<file path="config.mk">
export PLATFORM = sky130hd
export DESIGN_NAME = srt_quot_unpack
export DESIGN_NICKNAME = d
export VERILOG_FILES = /design/src/rtl/srt_quot_unpack.sv
export SDC_FILE = /design/constraint.sdc
export NUM_CORES = 1
export LEC_CHECK = 0
export CAP_MARGIN = 0
export CELL_PAD_IN_SITES_DETAIL_PLACEMENT = 0
export CELL_PAD_IN_SITES_GLOBAL_PLACEMENT = 1
export CORE_ASPECT_RATIO = 1.25
export CORE_MARGIN = 2
export CORE_UTILIZATION = 39
export DETAILED_ROUTE_END_ITERATION = 12
export PLACE_DENSITY = 0.85
export SYNTH_ARGS = -nofsm -noshare
export SYNTH_HDL_FRONTEND = slang
export SYNTH_SLANG_ARGS = --single-unit
export TNS_END_PERCENT = 20
</file>
<file path="constraint.sdc">
create_clock -name clk -period 4.5 [get_ports clk]
set_clock_uncertainty 0.05 [all_clocks]
set_input_delay 0.45 -clock clk [delete_from_list [all_inputs] [get_ports clk]]
set_output_delay 0.45 -clock clk [all_outputs]
set_load 0.02 [all_outputs]
</file>
<file path="src/rtl/srt_quot_unpack.sv">
// srt_quot_unpack: serial MSB-first radix-4 signed-digit to binary quotient converter (optional SRT_SIGN_CORR_EN sign correction)
module srt_quot_unpack #(
  parameter int VEC_W = 71,
  parameter int NDIGITS = 23,
  parameter int Q_W = 2*NDIGITS+1
) (
  input  logic             clk,
  input  logic             reset,
  input  logic             start,
  input  logic [VEC_W-1:0] data_in,
`ifdef SRT_SIGN_CORR_EN
  input  logic             rem_neg,
`endif
  output logic             busy,
  output logic [2:0]       digit_out,
  output logic             digit_valid,
  output logic [Q_W-1:0]   q_out,
  output logic             done,
  output logic             err
);
  localparam int CW = $clog2(NDIGITS+1);
  typedef enum logic [1:0] {IDLE, RUN, DONE} state_t;
  state_t state, state_n;
  logic [3*NDIGITS-1:0] shreg;
  logic [Q_W-1:0] acc, acc_n, dext, q_fin;
  logic [CW-1:0] cnt;
  logic [2:0] d;
  logic illegal, accept, last, corr;
  logic unused_bits;
  assign unused_bits = ^data_in;
  assign d = shreg[3*NDIGITS-1 -: 3];
  assign illegal = (d == 3'b011) || (d == 3'b100);
  assign dext = illegal ? '0 : {{(Q_W-3){d[2]}}, d};
  assign acc_n = (acc << 2) + dext;
  assign accept = (state == IDLE) && start;
  assign last = (state == RUN) && (cnt == CW'(1));
  assign q_fin = corr ? acc_n - Q_W'(1) : acc_n;
  assign busy = state != IDLE;
  assign digit_valid = state == RUN;
  assign digit_out = digit_valid ? d : 3'b000;
  assign done = state == DONE;
  // next-state decode
  always_comb begin
    state_n = accept ? RUN : last ? DONE : (state == DONE) ? IDLE : state;
  end
  // state, datapath and result registers
  always_ff @(posedge clk) begin
    if (reset) begin
      state <= IDLE;
      shreg <= '0;
      acc <= '0;
      cnt <= '0;
      q_out <= '0;
      err <= 1'b0;
    end else begin
      state <= state_n;
      if (accept) begin
        shreg <= data_in[3*NDIGITS-1:0];
        acc <= '0;
        cnt <= CW'(NDIGITS);
        err <= 1'b0;
      end else if (state == RUN) begin
        shreg <= shreg << 3;
        acc <= acc_n;
        cnt <= cnt - CW'(1);
        err <= err | illegal;
        if (last) q_out <= q_fin;
      end
    end
  end
`ifdef SRT_SIGN_CORR_EN
  logic rem_neg_q;
  assign corr = rem_neg_q;
  // remainder sign captured alongside the digit vector
  always_ff @(posedge clk) begin
    if (reset) rem_neg_q <= 1'b0;
    else if (accept) rem_neg_q <= rem_neg;
  end
`else
  assign corr = 1'b0;
`endif
endmodule

</file>
* After elaboration in Yosys (flattened, before gate mapping)
Cells that the tools add are included.
Word-level totals: output and inout bits 54, bits in registers 169, bits of input ports 74, logic and storage cells 36
Cells by class: equal/unequal tests 5, reductions and logical operators 10, bitwise operators 2, multiplexer cells 9, add/sub/neg operators 2
Operators by type and width (number):
- 2-to-1 mux 69 bit | 2
- adder 47 bit | 1
- 2-to-1 mux 47 bit | 1
- 2-to-1 mux 5 bit | 2
- nonzero test 2 bit | 3
- == test 5 x 1 -> 1 bit (second input constant) | 1
- subtractor 5 x 1 -> 5 bit (second input constant) | 1
- 2-to-1 mux 2 bit | 2
- == test 3 x 2 -> 1 bit (second input constant) | 1
- == test 3 bit (second input constant) | 1
- 2-to-1 mux 3 bit | 1
- AND reduction 3 bit | 1
- nonzero test 3 bit | 1
- == test 2 x 1 -> 1 bit (second input constant) | 1
- == test 2 bit (second input constant) | 1
- logical AND 1 bit | 2
- logical NOT 2 bit | 1
- OR reduction 2 bit | 1
- logical OR 1 bit | 1
- 2-to-1 mux 1 bit | 1
- NOT 1 bit | 1
- bitwise OR 1 bit | 1

* Depth between registers and ports, before layout
word-level depth 4, gate-level depth with buffers 15

* Worst setup path after synthesis
OpenSTA, ideal clock, no wires.
path kind register to register, from reg shreg[68], to reg q_out[40], arrival time 3388 ps, slack 976 ps, setup time 86 ps, required time 4364 ps, clock period less this slack 3524 ps, stages on the path, launching flop included 13, path through dfxtp_1 -> o21a_1 -> buf_2 -> clkbuf_1 -> clkbuf_1 -> and2_1 -> ha_1 -> clkbuf_1 -> nor4b_1 -> nand4_1 -> a41o_1 -> xnor2_1 -> a211oi_1
Between the ends: cells in the longest elaborated chain, start to end 4, elaborated cells on any way between the ends 5, classes of those cells 1 x add/sub; 2 x eq/ne; 1 x mux; 1 x reduce/logical
RTL lines:
- start: declaration | line 24 | logic [3*NDIGITS-1:0] shreg;
- start signal: assignment | line 58 | shreg <= data_in[3*NDIGITS-1:0];
- start signal: assignment | line 63 | shreg <= shreg << 3;
- == test 3 x 2 -> 1 bit / == test 3 bit (equally long branches) | line 32 | assign illegal = (d == 3'b011) || (d == 3'b100);
- logical OR 1 bit | line 32
- 2-to-1 mux 47 bit * | line 33 | assign dext = illegal ? '0 : {{(Q_W-3){d[2]}}, d};
- adder 47 bit * | line 34 | assign acc_n = (acc << 2) + dext;
- end signal: assignment | line 67 | if (last) q_out <= q_fin;
- end: declaration | line 17 | output logic [Q_W-1:0] q_out,
Mark *: on every way between the ends. The rest lies on a longest branch, timed or not. A chain may end at the register's enable or synchronous reset.

* Final worst setup path
from reg state[1], to out digit_out[2]
Between the ends: cells in the longest elaborated chain, start to end 2
RTL lines:
- start: declaration | line 23 | state_t state, state_n;
- start signal: assignment | line 56 | state <= state_n;
- == test 2 x 1 -> 1 bit | line 39 | assign digit_valid = state == RUN;
- 2-to-1 mux 3 bit | line 40 | assign digit_out = digit_valid ? d : 3'b000;
- end: declaration | line 15 | output logic [2:0] digit_out,
Every way passes these cells.

==> run summary <==
Syn avg cell area -> 7.899 sq um
Slowest cell on crit path -> inv_4
Area of the multi-input gates -> 0.004081 sq mm
Placed insts -> 1,303
Busiest grt layer -> met2
Reg2reg path depth -> 9
Vias in the first global route -> 6,781
Largest net degree at the start of global routing -> 91
Final Hold Vio Count -> 0
Power Dens Cells -> 373.2 mW/mm^2
Relative slew slack -> 36.97%
Fillers -> 1,982
Met2 Use GR -> 31.91%
Core area -> 0.01954 sq mm
Initial core utilization -> 40.06%
Cell count after synthesis -> 991
Die area -> 0.02123 sq mm
Outcome -> completed
Clock sink count -> 169
CP Launch Point -> state[1]
Fmax -> 330.1 MHz
Leak Pwr -> 3.281 nW
Antenna diodes -> 0
Max VDD drop -> 294.0 uV
Crit path capture -> digit_out[2]
Buffers added on ports -> 125
Final ANT Viol Nets -> 0
Max FO, Critical Path -> 90
Initial antenna violation count -> 0
Clock Latency Late Sink -> 440 ps
Worst Setup Start Kind -> register
Setup CP Type -> reg2out
First-pass GRT wire length -> 33,870 um
Max-slew violation count -> 0
R2R Setup Slk -> 1520 ps
# hold bufs at CTS -> 0
Worst path cell trace -> nand2b_1, inv_4, and2_1, clkdlybuf4s50_1
Num CTS Buffers -> 17
Pwr Total -> 3.646 mW
Yosys warns -> 0
# IOs -> 128
Fin nets -> 1,134
Commonest non-fill, non-tap cell in the layout -> dfxtp_1
Met3 usage in global routing -> 5.716%
CTS tree -> done
HPWL after DPL -> 13,840 um
Reg-to-Reg End -> q_out[44]
Setup violations, final -> 0
Layout cells sized above 1 -> 5.421%
Routed WL -> 20,510 um
H-tree levels -> 4
Chip height -> 162.4 um
Vias per cell -> 5.443
Die X -> 130.7 um
Slew @ Worst Pin -> 945.4 ps
Synth Cell Area -> 0.007828 sq mm
GR Util met1 -> 25.57%
GR Overflow Total -> 0
Unrepaired setup endpoints after global routing -> false
Final non-filler cell total -> 1,335
DR DRC count -> 0
Req. time, crit path -> 4000 ps
Yosys reg bits -> 169
Crit. End Element -> primary output
Setup repair bufs after CTS -> 0
MaxCap Viol Count -> 0
Clock-pin slew on the worst setup and hold paths -> 70 ps
DRT iter0 DRCs -> 471
DRT Pass-1 Iters -> 6
Average wire per standard cell -> 15.36 um
Final Cycle Share -> 67.32%
Worst Path Arrival -> 2530 ps
Hold Path Depth -> 2
Hold Crit Class -> reg2reg
Commonest cells after routing, fill and taps aside -> dfxtp_1 (169), nand2_1 (150), clkdlybuf4s50_1 (124)
Via count -> 7,267
GP Congestion -> 0.8658
EDFF count, synth -> 0
Mapped Nets -> 1,068
Primary FF master, synth -> dfxtp_1
Register area -> 0.003383 sq mm
CTS resizes -> 0
Count of cell types in the netlist -> 52
Sequential cell area fraction in the yosys report -> 43.22%
TNS Setup -> 0 ps
Buffer depth of the longest clock path -> 2
Post-layout min period -> 3029 ps
Worst r2r src -> shreg[66]
Delay of the slowest critical-path stage -> 680 ps
FP Rows -> 57
Synth-to-Final Area Change -> 24.81%
Gr usage total -> 19.93%
Ys async rst share -> 0%
CTS root buf -> clkbuf_16
-- state kept, by name, indices dropped and copies added (netlist names) --
signal / flops
err: 1
acc: 45
cnt: 5
state: 2
shreg: 69
q_out: 47
-- cells in the mapped netlist, drive strengths merged, types with 9 or more instances --
| library cell | count | area share, % |
|---|---|---|
| o21ai | 23 | 1.5 |
| clkbuf | 80 | 3.8 |
| buf | 11 | 0.59 |
| or4 | 11 | 1.2 |
| nand2 | 150 | 7.2 |
| nor2 | 87 | 4.2 |
| and2 | 9 | 0.72 |
| nand3 | 26 | 1.7 |
| dfxtp | 169 | 43 |
| nor4 | 25 | 2.0 |
| a21oi | 120 | 7.7 |
| xnor2 | 30 | 3.4 |
| nand4 | 13 | 1.0 |
| a211oi | 43 | 4.1 |
| nor3 | 30 | 2.0 |
| xor2 | 14 | 1.6 |
| a22oi | 69 | 6.6 |
-- cells by family (layout without fill, tap and decap cells) --
family / count (synthesis) / count (layout) / share of synthesized area (%)
buffers and inverters: 99 / 178 / 4.811
DFF: 169 / 169 / 43.22
AOI/OAI and AO/OA: 276 / 276 / 21.98
muxes: 3 / 3 / 0.3836
xor gates and xnor gates: 44 / 44 / 4.923
adders and majority gates: 3 / 3 / 0.4796
and+or+nand+nor: 397 / 397 / 24.20
-- layout make-up --
type	instances	share of cell area, %
multi-input combinational	723	41.78
sequential	169	34.63
timing repair buffer	138	13.78
clock buffer	17	4.355
tap	265	3.394
clock inverter	15	1.729
inverter	8	0.3330
-- per-layer routing --
metal	part of all wire [%]	vias up
met2	48	183
met1	44	3375
met5	0	-
met3	6.5	28
met4	1.8	0
li1	-	3681
-- where the power goes --
part | internal [mW] | total, mW | switching [mW]
Combinational | 0.221 | 0.540 | 0.319
Sequential | 1.57 | 1.64 | 0.0673
Clock | 0.752 | 1.46 | 0.713
-- critical path: cells and delay by family (launching register included) --
kind                   cells  cell delay, ps
buffers and inverters      2            1320
flip-flops                 1             330
AND/OR/NAND/NOR            2             420
-- worst min-delay path by stage --
stage	end	start
2_1_floorplan	shreg[10]	shreg[10]
3_3_place_gp	q_out[26]	q_out[26]
3_5_place_dp	q_out[32]	q_out[32]
4_1_cts	q_out[26]	q_out[26]
5_1_grt	shreg[55]	shreg[55]
6_report	q_out[34]	q_out[34]
-- stage by stage --
stage / worst slack [ps] / cell area (sq um) / hold WS, ps / utilization, %
6_report: 1471 / 9769 / 401.9 / 49.99
5_1_grt: 1150 / 9769 / 421.7 / 49.99
4_1_cts: 1422 / 9769 / 406.5 / 49.99
3_5_place_dp: 1489 / 9175 / 396.4 / 46.95
3_3_place_gp: 1507 / 9175 / 392.2 / 46.95
2_1_floorplan: 976.2 / 7828 / 386.8 / -
Power figures use the tool's default switching activity.
